`src/rtl/imem_loader.sv`:
```
// rtl/imem_loader.sv - boot-stream loader that fills instruction memory and releases the CPU
module imem_loader #(
    parameter logic [31:0] BASE_ADDR = 32'h0000_0000,
    parameter int          MAX_WORDS = 256
) (
    input  logic        clk,
    input  logic        reset,
    input  logic [7:0]  in_data,
    input  logic        in_valid,
    output logic        in_ready,
    output logic        imem_we,
    output logic [31:0] imem_addr,
    output logic [31:0] imem_wdata,
    output logic        cpu_reset,
    output logic        done,
    output logic        error
);

    typedef enum logic [2:0] {
        LEN_HI,
        LEN_LO,
        WORD,
        WRITE,
        DONE,
        ERR
    } stateType;

    stateType    state;
    stateType    nextState;
    logic [15:0] wordCount;
    logic [15:0] wordIndex;
    logic [1:0]  byteCnt;
    logic [31:0] asmWord;
    logic        accept;
    logic [15:0] fullCount;

    assign accept    = in_valid & in_ready;
    // Header count as it becomes complete on the low byte.
    assign fullCount = {wordCount[15:8], in_data};

    // State register.
    always_ff @(posedge clk) begin
        if (reset) begin
            state <= LEN_HI;
        end else begin
            state <= nextState;
        end
    end

    // Next-state decode and state-derived outputs.
    always_comb begin
        nextState = state;
        in_ready  = 1'b0;
        imem_we   = 1'b0;
        cpu_reset = 1'b1;
        done      = 1'b0;
        error     = 1'b0;
        case (state)
            LEN_HI: begin
                in_ready = 1'b1;
                if (accept) begin
                    nextState = LEN_LO;
                end
            end
            LEN_LO: begin
                in_ready = 1'b1;
                if (accept) begin
                    if (fullCount == 16'd0) begin
                        nextState = DONE;
                    end else if (32'(fullCount) > 32'(MAX_WORDS)) begin
                        nextState = ERR;
                    end else begin
                        nextState = WORD;
                    end
                end
            end
            WORD: begin
                in_ready = 1'b1;
                if (accept && byteCnt == 2'd3) begin
                    nextState = WRITE;
                end
            end
            WRITE: begin
                imem_we = 1'b1;
                if (wordIndex + 16'd1 == wordCount) begin
                    nextState = DONE;
                end else begin
                    nextState = WORD;
                end
            end
            DONE: begin
                cpu_reset = 1'b0;
                done      = 1'b1;
            end
            ERR: begin
                error = 1'b1;
            end
            default: begin
                nextState = LEN_HI;
            end
        endcase
    end

    // Header capture, word assembly, and the write-port registers that hold
    // their last value between strobes.
    always_ff @(posedge clk) begin
        if (reset) begin
            wordCount  <= 16'd0;
            wordIndex  <= 16'd0;
            byteCnt    <= 2'd0;
            asmWord    <= 32'd0;
            imem_addr  <= 32'd0;
            imem_wdata <= 32'd0;
        end else begin
            case (state)
                LEN_HI: begin
                    if (accept) begin
                        wordCount[15:8] <= in_data;
                    end
                end
                LEN_LO: begin
                    if (accept) begin
                        wordCount[7:0] <= in_data;
                        wordIndex      <= 16'd0;
                        byteCnt        <= 2'd0;
                    end
                end
                WORD: begin
                    if (accept) begin
                        asmWord <= {asmWord[23:0], in_data};
                        byteCnt <= byteCnt + 2'd1;
                        if (byteCnt == 2'd3) begin
                            imem_addr  <= BASE_ADDR + 32'({wordIndex, 2'b00});
                            imem_wdata <= {asmWord[23:0], in_data};
                        end
                    end
                end
                WRITE: begin
                    wordIndex <= wordIndex + 16'd1;
                end
                default: begin
                end
            endcase
        end
    end

endmodule
```
`config.mk`:
```
export PLATFORM = sky130hd
export DESIGN_NAME = imem_loader
export DESIGN_NICKNAME = d
export VERILOG_FILES = /design/src/rtl/imem_loader.sv
export SDC_FILE = /design/constraint.sdc
export NUM_CORES = 1
export LEC_CHECK = 0
export BUFFER_PORTS_ARGS = -buffer_cell sky130_fd_sc_hd__clkbuf_2
export CORE_MARGIN = 2
export CORE_UTILIZATION = 50
export DETAILED_ROUTE_END_ITERATION = 10
export GPL_TIMING_DRIVEN = 0
export PLACE_DENSITY = 0.75
export SYNTH_ARGS = -nofsm -noshare
export SYNTH_HDL_FRONTEND = slang
export SYNTH_SLANG_ARGS = --single-unit
```
`constraint.sdc`:
```
create_clock -name clk -period 2.6 [get_ports clk]
set_input_delay 0 -clock clk [delete_from_list [all_inputs] [get_ports clk]]
set_output_delay 0 -clock clk [all_outputs]
set_load 0.05 [all_outputs]
```
# After elaboration in Yosys (flattened, before gate mapping)

Index checks and enable logic that the tools add are counted.

Register bits after elaboration: 109
Input bits: 11

$add $sub $neg: 2
Bitwise logic cells: 2
Mux-type cells: 17
Equality and inequality tests: 11
Reductions and logical operators: 14
Order comparisons: 1

Operators with widths:

| operator                                                               | number |
|---|---|
| 16-bit case mux with 2 select lines                                    | 1 |
| 3-bit two-way mux                                                      | 6 |
| 16-bit by 1-bit adder with 16-bit output (second input constant)       | 1 |
| 16-bit == test                                                         | 1 |
| 16-bit by 9-bit > comparator with 1-bit output (second input constant) | 1 |
| 16-bit zero test                                                       | 1 |
| 16-bit two-way mux                                                     | 1 |
| 3-bit case mux with 5 select lines                                     | 1 |
| 2-bit != test (second input constant)                                  | 4 |
| 2-bit AND reduction                                                    | 4 |
| 3-bit by 2-bit == test with 1-bit output (second input constant)       | 2 |
| 3-bit == test (second input constant)                                  | 2 |
| 3-bit AND reduction                                                    | 2 |
| 1-bit two-way mux                                                      | 5 |
| 2-bit two-way mux                                                      | 2 |
| 2-bit case mux with 2 select lines                                     | 1 |
| 4-bit AND reduction                                                    | 1 |
| 2-bit nonzero test                                                     | 2 |
| 3-bit by 1-bit == test with 1-bit output (second input constant)       | 1 |
| 3-bit zero test                                                        | 1 |
| 3-bit OR reduction                                                     | 1 |
| 2-bit by 1-bit adder with 2-bit output (second input constant)         | 1 |
| 2-bit == test (second input constant)                                  | 1 |
| 2-bit OR reduction                                                     | 1 |
| 3 further kinds                                                        | 3 |

# Logic depth before layout (Yosys ltp)

Depth after elaboration: 7
Gate-level depth with buffers: 8

# Least setup slack after synthesis

No wires, ideal clock.

Path type: register -> register
Start point: register wordIndex[1]
End point: register state[2]
Stages on the path, launching flop included: 9
Setup slack: 0.074 ns
Period minus slack after synthesis: 2.526 ns
Library setup time: 0.096 ns
Data arrival time: 2.430 ns
Cells stage by stage: dfxtp_1 -> ha_1 -> nand3_1 -> buf_2 -> nor4_1 -> xnor2_1 -> nand4_1 -> or4_4 -> o41ai_2

Word-level cells in the longest chain between the ends: 4

RTL lines:

| what                                     | line | text |
|---|---|---|
| from (decl)                              | 31   | `logic [15:0] wordIndex;` |
| from (signal assigned)                   | 139  | `wordIndex <= wordIndex + 16'd1;` |
| 16-bit by 1-bit adder with 16-bit output | 85   | `if (wordIndex + 16'd1 == wordCount) begin` |
| 16-bit == test                           | 85   |  |
| 3-bit two-way mux                        | 85   |  |
| 3-bit case mux with 5 select lines       | 58   | `case (state)` |
| to (signal assigned)                     | 46   | `state <= nextState;` |
| to (decl)                                | 28   | `stateType state;` |

No other way between the ends.
A chain may end at the register's enable or synchronous reset.

# Worst setup path in the final report

Start point: register wordIndex[0]
End point: register state[2]

The elaborated chain is that of the path after synthesis.

==> flow_summary.ini <==
[finish]
regArea_mm2 = 0.002187
area.growth.synth_to_final_pct = 19.88
multi_input_area_mm2 = 0.002384
nFillCells = 879
antenna-diode-count = 0
share_of_cells_above_drive_strength_1_pct = 17.67
core_utilization_of_the_finished_layout_pct = 61.96
final_net_count = 738
mostFrequentLayoutCell = nand2_1
final_cell_mix = nand2_1 (198), dfxtp_1 (107), a21oi_1 (106)

[critical_path]
worstPathBufferInverterCount = 1
slowest_delay_ns = 0.58
worstReg2RegEnd = state[2]
worst-setup-path-type = reg2reg
worst-endpoint-required_ns = 2.89
endpoint_kind = flop
worst_setup_path_start_kind = flop
critPathArrivalTime_ns = 2.82
cp_top_family = simple AND/OR/NAND/NOR gates
cpMaxStageDelayCell = or4b_4
reg2reg_slack_ns = 0.07
worstPathCellList = buf_4 -> nand4_4 -> or4b_4 -> a211oi_2 -> o221ai_1 -> or4_4 -> o41ai_2
critical_path_peak_fanout = 7
worstRegToRegCells = 7
worstReg2RegStart = wordIndex[0]

[clock_tree]
ctsRootBufferMaster = clkbuf_8
ctsLongestPathBuffers = 2
cts_max_level = 3
clock_sink_count = 109
clock_pin_slew_reported_for_the_worst_setup_and_hold_paths_after_clock_tree_synthesis_ns = 0.12
clock_insertion_delay_worst_skew_ns = 0.38
cts-buffers-inserted = 9
tritoncts = yes

[sta]
worst_setup_margin_ns = 0.07011
worst_clock_skew_ns = 0.01246
worst_pin_slew_ns = 0.7349
finalSetupTns_ns = 0
drv_slew = 0
timing.final.setup_violations = 0
final_period_minus_worst_setup_slack_ns = 2.530
fin_crit_sh_pct = 97.30
maxSlewHeadroom_pct = 51.00
final_hold_viol_count = 0
max_clock_freq_mhz = 395.3
rsz_0062_raised_after_global_routing = no

[yosys]
netlist_top_cells_area = dfxtp_1 (46%), nand2_1 (16%), a21oi_1 (11%)
synth_cell_types = 48
synth-seq-area-share_pct = 45.69
synth_edf_count = 0
netlist_area_mm2 = 0.004776
synth_top_area_share_pct = 45.69
synth-async-reset-ratio_pct = 0
synth-seq-cells = 109
yosysWarnings = 0
post-synth-top-area-cell = dfxtp_1
average_size_of_a_mapped_cell_um2 = 7.617
synth_cells = 627
synth_flop_cell = dfxtp_1

[pwr]
p_sw_uw = 956.4
switching_share_pct = 29.46
max-vdd-ir-drop_mv = 0.3631
power_frac_clock_pct = 35.1
p_int_mw = 2.290
leakage_nw = 2.186
p_per_area_mw_per_mm2 = 567.1
part_of_the_power_in_combinational_logic_pct = 11.6
seq_power_share_pct = 53.3

[grt]
grt_overall_usage_pct = 26.02
grt_start_max_net_pins = 22
vias_in_the_first_global_route = 4186
antenna_found_initial = 0
grt_total_ovfl = 0
grt_first_pass_wirelength_um = 20780

[floorplan]
die_area_mm2 = 0.01035
io_pins = 80
core-area_mm2 = 0.009240
std_cell_rows = 35
initial_utilization_pct = 51.69
die_x_um = 101.7
dieHeight_um = 101.7

[routing]
routed_wirelength_um = 13140
route.detailed.wl_per_inst_um = 15.30
drt-initial-drc-count = 239
routed_vias_inst = 5.315
drtAntennaViolNets = 0
routed-via-count = 4566
detail_route.first_pass.iterations = 5
post-route-drc-count = 0

[min_path]
hold-path-endpoint = state[0]
hold_path.startpoint = in_valid
timing.hold.worst.class = in2reg
worstHoldPathCells = 4

[placed_design]
io_buffers = 62
pre_cts_ws_ns = -0.2828
place_congestion = 0.9359
detailedPlacementHpwl_um = 9006

[run_status]
status = complete, no violations

[job]
maxCapViolations = 0
## registers in the layout, indices dropped and copies added (netlist names)
name	cells
imem_wdata	32
asmWord	24
imem_addr	16
wordCount	16
wordIndex	16
state	3
byteCnt	2
## timing repair
action / 4_1_cts / 5_1_grt
hold buffers: 8 / 0
pin swaps: 1 / 2
buffers inserted: 0 / 3
gates resized for setup: 8 / 16
endpoints found under the setup margin: 22 / 42
hold endpoints to repair: 32 / 0
## cell usage after synthesis (all sizes together) (3+ instances only)
master and instances:
clkbuf 36, a31oi 3, xnor2 13, nor3 10, nand2 198, nand3 13, o21ai 13, dfxtp 109
nor2 25, nor4 8, a21oi 106, and3 4, or3 3, and2 3, buf 26, xor2 8
inv 7, nand4 5, a211oi 3
## cell families (layout without fill, tap and decap cells)
family	count (synthesis)	count (layout)	synth area share, %
AND/OR/NAND/NOR	282	282	25.81
AO/OA/AOI/OAI	142	142	16.69
flip-flops	109	109	45.69
buffers and inverters	69	157	7.126
XOR/XNOR	21	21	3.851
adder cells (fa/ha/maj)	2	2	0.5239
other	1	16	0.07852
multiplexers	1	1	0.2358
## worst reg2reg max path, delay by kind of cell (launching register included)
kind	cells	cell delay [ns]
and+or+nand+nor	3	1.26
DFF	1	0.37
buffers and inverters	1	0.17
AOI/OAI and AO/OA	3	0.64
## how the worst max path moves through the flow
stage,startpoint,end,slack (ns),depth (start not counted)
after floorplan,wordIndex[1],state[2],0.07,8
after global placement,wordIndex[1],state[2],-0.23,8
after detailed placement,wordIndex[1],state[2],-0.28,8
after CTS,wordIndex[1],state[2],-0.02,8
after global routing,wordIndex[8],state[2],0.003,7
final,wordIndex[0],state[2],0.07,7
## per-stage QoR
| stage | area [um2] | instances | hold WS (ns) | total power [mW] |
|---|---|---|---|---|
| after floorplan | 4832 | 642 | 0.1360 | 2.029 |
| after global placement | 5304 | 833 | 0.3123 | 2.116 |
| after detailed placement | 5304 | 833 | 0.3134 | 2.121 |
| after CTS | 5645 | 856 | 0.04098 | 3.242 |
| after global routing | 5725 | 859 | 0.1377 | 3.358 |
| final | 5725 | 859 | 0.1031 | 3.247 |
## metal layers
metal / GRT usage [%] / wire (um) / part of all wire (%) / vias to the layer above
met5: 0 / 0 / 0 / -
met3: 5.245 / 773 / 5.9 / 31
met2: 40.13 / 5833 / 44 / 157
met1: 35.60 / 6219 / 47 / 2107
met4: 10.81 / 312 / 2.4 / 0
li1: - / - / - / 2271
## power groups by stage
stage / combinational [mW] / sequential [mW] / clock, mW
2_1_floorplan: 0.271 / 1.76 / 0
3_3_place_gp: 0.348 / 1.77 / 0
3_5_place_dp: 0.352 / 1.77 / 0
4_1_cts: 0.364 / 1.73 / 1.15
5_1_grt: 0.404 / 1.74 / 1.22
6_report: 0.376 / 1.73 / 1.14
## layout make-up
type / instances / share of cell area (%)
clock buffer: 9 / 2.163
clock inverter: 7 / 1.748
sequential: 109 / 38.20
buffer: 61 / 5.551
multi-input combinational: 464 / 41.63
timing repair buffer: 73 / 7.430
inverter: 7 / 0.4589
tap: 129 / 2.819
(Power assumes the default switching activity.)
